<file path="src/rtl/tdo_shift_scheduler.sv">
// Two-requester round-robin scheduler feeding an MSB-first serializer.
// state | meaning
// IDLE  | out=0, selecting a requester, accepting one word
// SHIFT | transfer owned; one bit per shift_en; abort returns to IDLE
// DONE  | one-cycle done pulse, last bit still on out, no accept
module tdo_shift_scheduler #(
  parameter int WIDTH = 32
) (
  input  logic             clk,
  input  logic             reset,
  input  logic             req0_valid,
  input  logic [WIDTH-1:0] req0_data,
  output logic             req0_ready,
  input  logic             req1_valid,
  input  logic [WIDTH-1:0] req1_data,
  output logic             req1_ready,
  input  logic             shift_en,
  input  logic             abort,
  output logic             out,
  output logic             busy,
  output logic             done,
  output logic             grant_id
);

  localparam int RW = $clog2(WIDTH + 1);

  typedef enum logic [1:0] {IDLE, SHIFT, DONE} state_t;

  state_t           state_q, state_d;
  logic [WIDTH-1:0] shreg_q, shreg_d;
  logic [RW-1:0]    remaining_q, remaining_d;
  logic             out_q, out_d;
  logic             busy_q, busy_d;
  logic             done_q, done_d;
  logic             grant_q, grant_d;
  logic             last_grant_q, last_grant_d;
  logic             sel;

  // On a tie the requester that was not served last wins.
  always_comb begin
    sel = req1_valid;
    if (req0_valid && req1_valid) sel = ~last_grant_q;
  end

  assign req0_ready = !reset && (state_q == IDLE) && !sel && req0_valid && !abort;
  assign req1_ready = !reset && (state_q == IDLE) &&  sel && req1_valid && !abort;

  always_comb begin
    state_d      = state_q;
    shreg_d      = shreg_q;
    remaining_d  = remaining_q;
    out_d        = out_q;
    grant_d      = grant_q;
    last_grant_d = last_grant_q;
    unique case (state_q)
      IDLE: begin
        out_d = 1'b0;
        if (req0_ready) begin
          shreg_d     = req0_data;
          grant_d     = 1'b0;
          remaining_d = RW'(WIDTH);
          state_d     = SHIFT;
        end else if (req1_ready) begin
          shreg_d     = req1_data;
          grant_d     = 1'b1;
          remaining_d = RW'(WIDTH);
          state_d     = SHIFT;
        end
      end
      SHIFT: begin
        if (abort) begin
          out_d        = 1'b0;
          last_grant_d = grant_q;
          state_d      = IDLE;
        end else if (shift_en) begin
          out_d   = shreg_q[WIDTH-1];
          shreg_d = {shreg_q[WIDTH-2:0], 1'b0};
          if (remaining_q != '0) remaining_d = remaining_q - RW'(1);
          if (remaining_q == RW'(1)) state_d = DONE;
        end
      end
      DONE: begin
        last_grant_d = grant_q;
        out_d        = 1'b0;
        state_d      = IDLE;
      end
      default: state_d = IDLE;
    endcase
    busy_d = (state_d == SHIFT);
    done_d = (state_d == DONE);
  end

  always_ff @(posedge clk) begin
    if (reset) begin
      state_q      <= IDLE;
      shreg_q      <= '0;
      remaining_q  <= '0;
      out_q        <= 1'b0;
      busy_q       <= 1'b0;
      done_q       <= 1'b0;
      grant_q      <= 1'b0;
      last_grant_q <= 1'b1;
    end else begin
      state_q      <= state_d;
      shreg_q      <= shreg_d;
      remaining_q  <= remaining_d;
      out_q        <= out_d;
      busy_q       <= busy_d;
      done_q       <= done_d;
      grant_q      <= grant_d;
      last_grant_q <= last_grant_d;
    end
  end

  assign out      = out_q;
  assign busy     = busy_q;
  assign done     = done_q;
  assign grant_id = grant_q;

endmodule

</file>
<file path="config.mk">
export PLATFORM = sky130hd
export DESIGN_NAME = tdo_shift_scheduler
export DESIGN_NICKNAME = d
export VERILOG_FILES = /design/src/rtl/tdo_shift_scheduler.sv
export SDC_FILE = /design/constraint.sdc
export NUM_CORES = 1
export LEC_CHECK = 0
export BUFFER_PORTS_ARGS = -buffer_cell sky130_fd_sc_hd__buf_2
export CAP_MARGIN = 5
export CORE_MARGIN = 2
export CORE_UTILIZATION = 31
export DETAILED_ROUTE_END_ITERATION = 16
export GPL_TIMING_DRIVEN = 0
export PLACE_DENSITY_LB_ADDON = 0.2
export SETUP_SLACK_MARGIN = 0.2
export SKIP_LAST_GASP = 1
export SYNTH_ARGS = -nofsm -noshare
export SYNTH_HDL_FRONTEND = slang
export SYNTH_SLANG_ARGS = --single-unit
</file>
<file path="constraint.sdc">
create_clock -name clk -period 8.55 [get_ports clk]
set_clock_uncertainty 0.05 [all_clocks]
set_input_delay 2.565 -clock clk [delete_from_list [all_inputs] [get_ports clk]]
set_output_delay 2.565 -clock clk [all_outputs]
set_load 0.01 [all_outputs]
</file>
======== Yosys cells after proc, flatten, opt, wreduce, memory -nomap -nowiden ========
Cells that the tools add are included.
Widths: inputs -> output; s select.
word-level totals
  input bits .............................. 70
  output and inout bits ................... 6
  word-level logic and storage cells ...... 69
  register bits ........................... 45
cells by class
  bitwise gates (word level) .............. 1
  muxes and demuxes ....................... 25
  equal/unequal tests ..................... 11
  reduce and logical (&&, ||, !) cells .... 23
  $add $sub $neg .......................... 1
operators by type and width
  operator             number
  $mux 32              4
  $pmux 32 s2          1
  $mux 6               5
  $pmux 6 s2           1
  $mux 2               5
  $logic_and 1x1->1    8
  $ne 2x2->1 const B   4
  $reduce_bool 2->1    4
  $eq 6x1->1 const B   1
  $mux 1               6
  $ne 3x3->1 const B   2
  $reduce_and 2->1     3
  $reduce_bool 6->1    1
  $sub 6x1->6 const B  1
  $reduce_and 5->1     1
  $eq 2x1->1 const B   2
  $eq 2x2->1 const B   2
  $pmux 1 s2           2
  $pmux 2 s2           1
  $reduce_and 4->1     1
  $logic_not 1->1      3
  $logic_not 2->1      1
  $reduce_or 2->1      1
  $not 1->1            1

======== Longest topological paths before layout ========
  depth in word-level cells ............... 9
  gate-level depth with buffers ........... 7
  gate-level depth less buffers ........... 6

======== Least setup slack after synthesis ========
No wires, ideal clock.
  kind .................................... input to output
  from .................................... input port abort
  to ...................................... output port req0_ready
  stages .................................. 5
  slack ................................... 2.241 ns
  path buffers ............................ 3
  required time ........................... 5.935 ns
  arrival ................................. 3.694 ns
  cells stage by stage .................... buf_2 nor4_4 and3_1 buf_2 buf_2
on the way
  longest elaborated chain between the ends .. 2
RTL lines
  element            line  RTL
  from (decl)        18    input logic abort,
  $logic_not 1->1    45    assign req0_ready = !reset && (state_q == IDLE) && !sel && req0_valid && !abort;
  $logic_and 1x1->1  45
  to (decl)          13    output logic req0_ready,
No other way between the ends.

======== Final worst setup path ========
Ends and elaborated chain as after synthesis.

==> flow_summary.yaml <==
clocking:
  clock_latency_ns: 0.30
  cts_sinks: 45
  htree_levels: 2
  clk_root_buffer_cell: "clkbuf_8"
  ctsResizeCount: 0
  cts_tree: "built"
  cts_made_buffers: 5
  clock_path_buffers: 2
  cts.clk_slew.worst_paths_ns: 0.09
  post_cts_buffers: 0
  holdBufCountCts: 0
critical_path:
  cp-end-kind: "output pin"
  cpPeakStageDelay_ns: 0.58
  crit_buf_inv: 4
  setup.worst_path.class: "in -> out"
  start_kind: "input port"
  cp_max_fo: 10
  cp_slowest_cell: "nor4_4"
  crit_chain: "buf_2 -> nor4_4 -> and3_1 -> buf_2 -> buf_2 -> buf_2"
  crit_family: "simple AND/OR/NAND/NOR gates"
  cp.required_ns: 5.94
  cpMostUsedCell: "buf_2"
  worstPathArrival_ns: 4.13
pwr:
  p_per_area_mw_per_mm2: 154.4
  p_leak_nw: 1.406
  pwr-share-seq_pct: 48.0
  p_int_w: 0.0003433
  comb_power_share_pct: 18.7
  report.power.total_w: 0.0004733
  ir_drop_mv: 0.05287
  pwr-share-clk_pct: 33.3
  p_sw_share_pct: 27.45
  p_switching_w: 0.0001299
place:
  gp_congestion: 0.7645
  placed_area_mm2: 0.002962
  portBuffers: 73
  place_hpwl_um: 5141
layout:
  nFillCells: 850
  diodes: 0
  syn2layout_area_growth_pct: 24.18
  nNetsFinal: 482
  design_area_mm2: 0.003065
  drive_gt1_share_pct: 22.44
route:
  route.detailed.drc: 0
  vias: 2576
  wl_per_cell_um: 13.42
  finalWirelength_um: 6871
  first_pass_iters: 4
  vias_per_cell: 5.031
  first_iter_violations: 93
  postRouteAntennaNets: 0
yosys:
  synth-seq-cells: 45
  syn_area_per_cell_um2: 7.481
  syn_nets: 402
  yosysWarningCount: 0
  postSynthCellCount: 330
  synth.distinct_cells: 29
  seq_area_frac_synth_pct: 36.49
  synth_area_mm2: 0.002469
floorplanning:
  initial_core_util_pct: 31.95
  die_y_um: 93.24
  die_width_um: 93.24
  num_io_pins: 76
  die_area_mm2: 0.008693
  core_mm2: 0.007727
  rows: 32
hold_path:
  hp-class: "reg -> reg"
sta:
  report.final.slew_viol_count: 0
  tns_ns: 0
  tightest_slew_ns: 0.7386
  max-slew-margin-rel_pct: 50.76
  fmax_mhz: 148.3
  min_period_ns: 6.745
  rsz0062_at_grt: "no"
  hold_viol: 0
  finalCritPeriodShare_pct: 78.89
  report.final.setup_viol: 0
grt:
  grt_usage_pct: 15.88
  grt_pass1_wl_um: 11120
  grt_max_degree: 14
  grt_pass1_vias: 2433
  antenna_found_initial: 0
  gr-total-overflow: 0
run_status:
  outcome: "completed"
job:
  cap_violations: 0
[per-stage QoR]
stage / hold WS, ns / cells / setup slack (ns) / utilization, %
after CTS: 0.4086 / 512 / 1.764 / 39.67
after floorplan: 0.3744 / 330 / 2.241 / -
after global placement: 0.3845 / 505 / 1.808 / 38.33
after global routing: 0.4226 / 512 / 1.670 / 39.67
final: 0.4065 / 512 / 1.805 / 39.67
after detailed placement: 0.3900 / 505 / 1.785 / 38.33
[cells by family (layout without fill, tap and decap cells)]
group	Yosys count	count (layout)	synth area share [%]
adder cells (fa/ha/maj)	2	2	1.014
flip-flops	45	45	36.49
AO/OA/AOI/OAI	112	112	31.58
buffers and inverters	69	149	10.95
multiplexers	4	4	1.622
AND/OR/NAND/NOR	98	98	18.35
[area by class of cell]
cell class	count	area, um2	area share [%]
well taps	102	127.6	4.163
clock buffers	5	68.82	2.245
inverters	35	131.4	4.286
multi-input cells	216	1297	42.33
clock inverters	2	35.03	1.143
plain buffers	34	138.9	4.531
repair buffers	73	365.4	11.92
flip-flops and latches	45	900.9	29.39
[final timing paths]
path               startpoint           to  slack [ns]  cells after the start
setup reg to reg   state_q[0]   shreg_q[1]        6.27                      7
hold / removal    shreg_q[18]  shreg_q[18]        0.41                      2
hold reg to reg   shreg_q[18]  shreg_q[18]        0.41                      2
setup / recovery        abort   req0_ready        1.81                      6
[per-layer routing]
metal | global-route usage, % | vias to the layer above | part of all wire [%]
li1 | - | 1334 | -
met1 | 21.16 | 1181 | 47
met2 | 25.60 | 53 | 46
met3 | 3.062 | 8 | 5.0
met4 | 5.637 | 0 | 1.6
met5 | 0 | - | 0
[synth_stat cells, drive strengths merged]
master / count / area share [%]
a211oi: 31 / 9.4
a21o: 1 / 0.30
a21oi: 8 / 1.6
a221oi: 1 / 0.35
a22oi: 1 / 0.51
a31oi: 32 / 8.1
and2: 1 / 0.25
and3: 3 / 0.76
buf: 9 / 1.8
clkbuf: 25 / 3.8
dfxtp: 45 / 36
ha: 2 / 1.0
inv: 35 / 5.3
mux2i: 4 / 1.6
nand2: 37 / 5.6
nand2b: 3 / 0.76
nand3: 1 / 0.20
nor2: 34 / 5.2
nor2b: 2 / 0.51
nor3: 3 / 0.61
nor4: 4 / 1.6
nor4b: 1 / 0.35
o21ai: 3 / 0.61
o31ai: 35 / 11
or2: 2 / 0.51
or3: 3 / 0.76
or4: 4 / 1.2
[sequential cells by signal (all words and copies together) (netlist names)]
signal	count
grant_id	1
done	1
busy	1
remaining_q	6
shreg_q	32
state_q	2
last_grant_q	1
out	1
[power groups by stage]
stage	clock network [W]	logic, W	registers, W
CTS	0.000161	0.0000899	0.000227
global placement	0	0.0000879	0.000232
finish	0.000158	0.0000886	0.000227
floorplan	0	0.0000569	0.000231
global route	0.000168	0.000101	0.000229
detailed placement	0	0.0000895	0.000232
[layout by cell type, fill, tap and decap left out, types with 4 or more instances in the layout]
cell,synthesis,final
clkbuf_8,0,5
a31oi_1,32,32
nor2_1,34,34
buf_2,9,82
mux2i_1,4,4
o31ai_1,35,35
clkbuf_1,25,25
or4_1,4,4
nand2_1,37,37
a211oi_1,31,31
a21oi_1,8,8
dfxtp_1,45,45
inv_1,35,35
[tightest hold or removal path, delay by kind of cell (launching register included)]
kind	cells	cell delay, ns
DFF	1	0.32
AOI/OAI and AO/OA	1	0.05
and+or+nand+nor	1	0.05
Power figures use the tool's default switching activity.
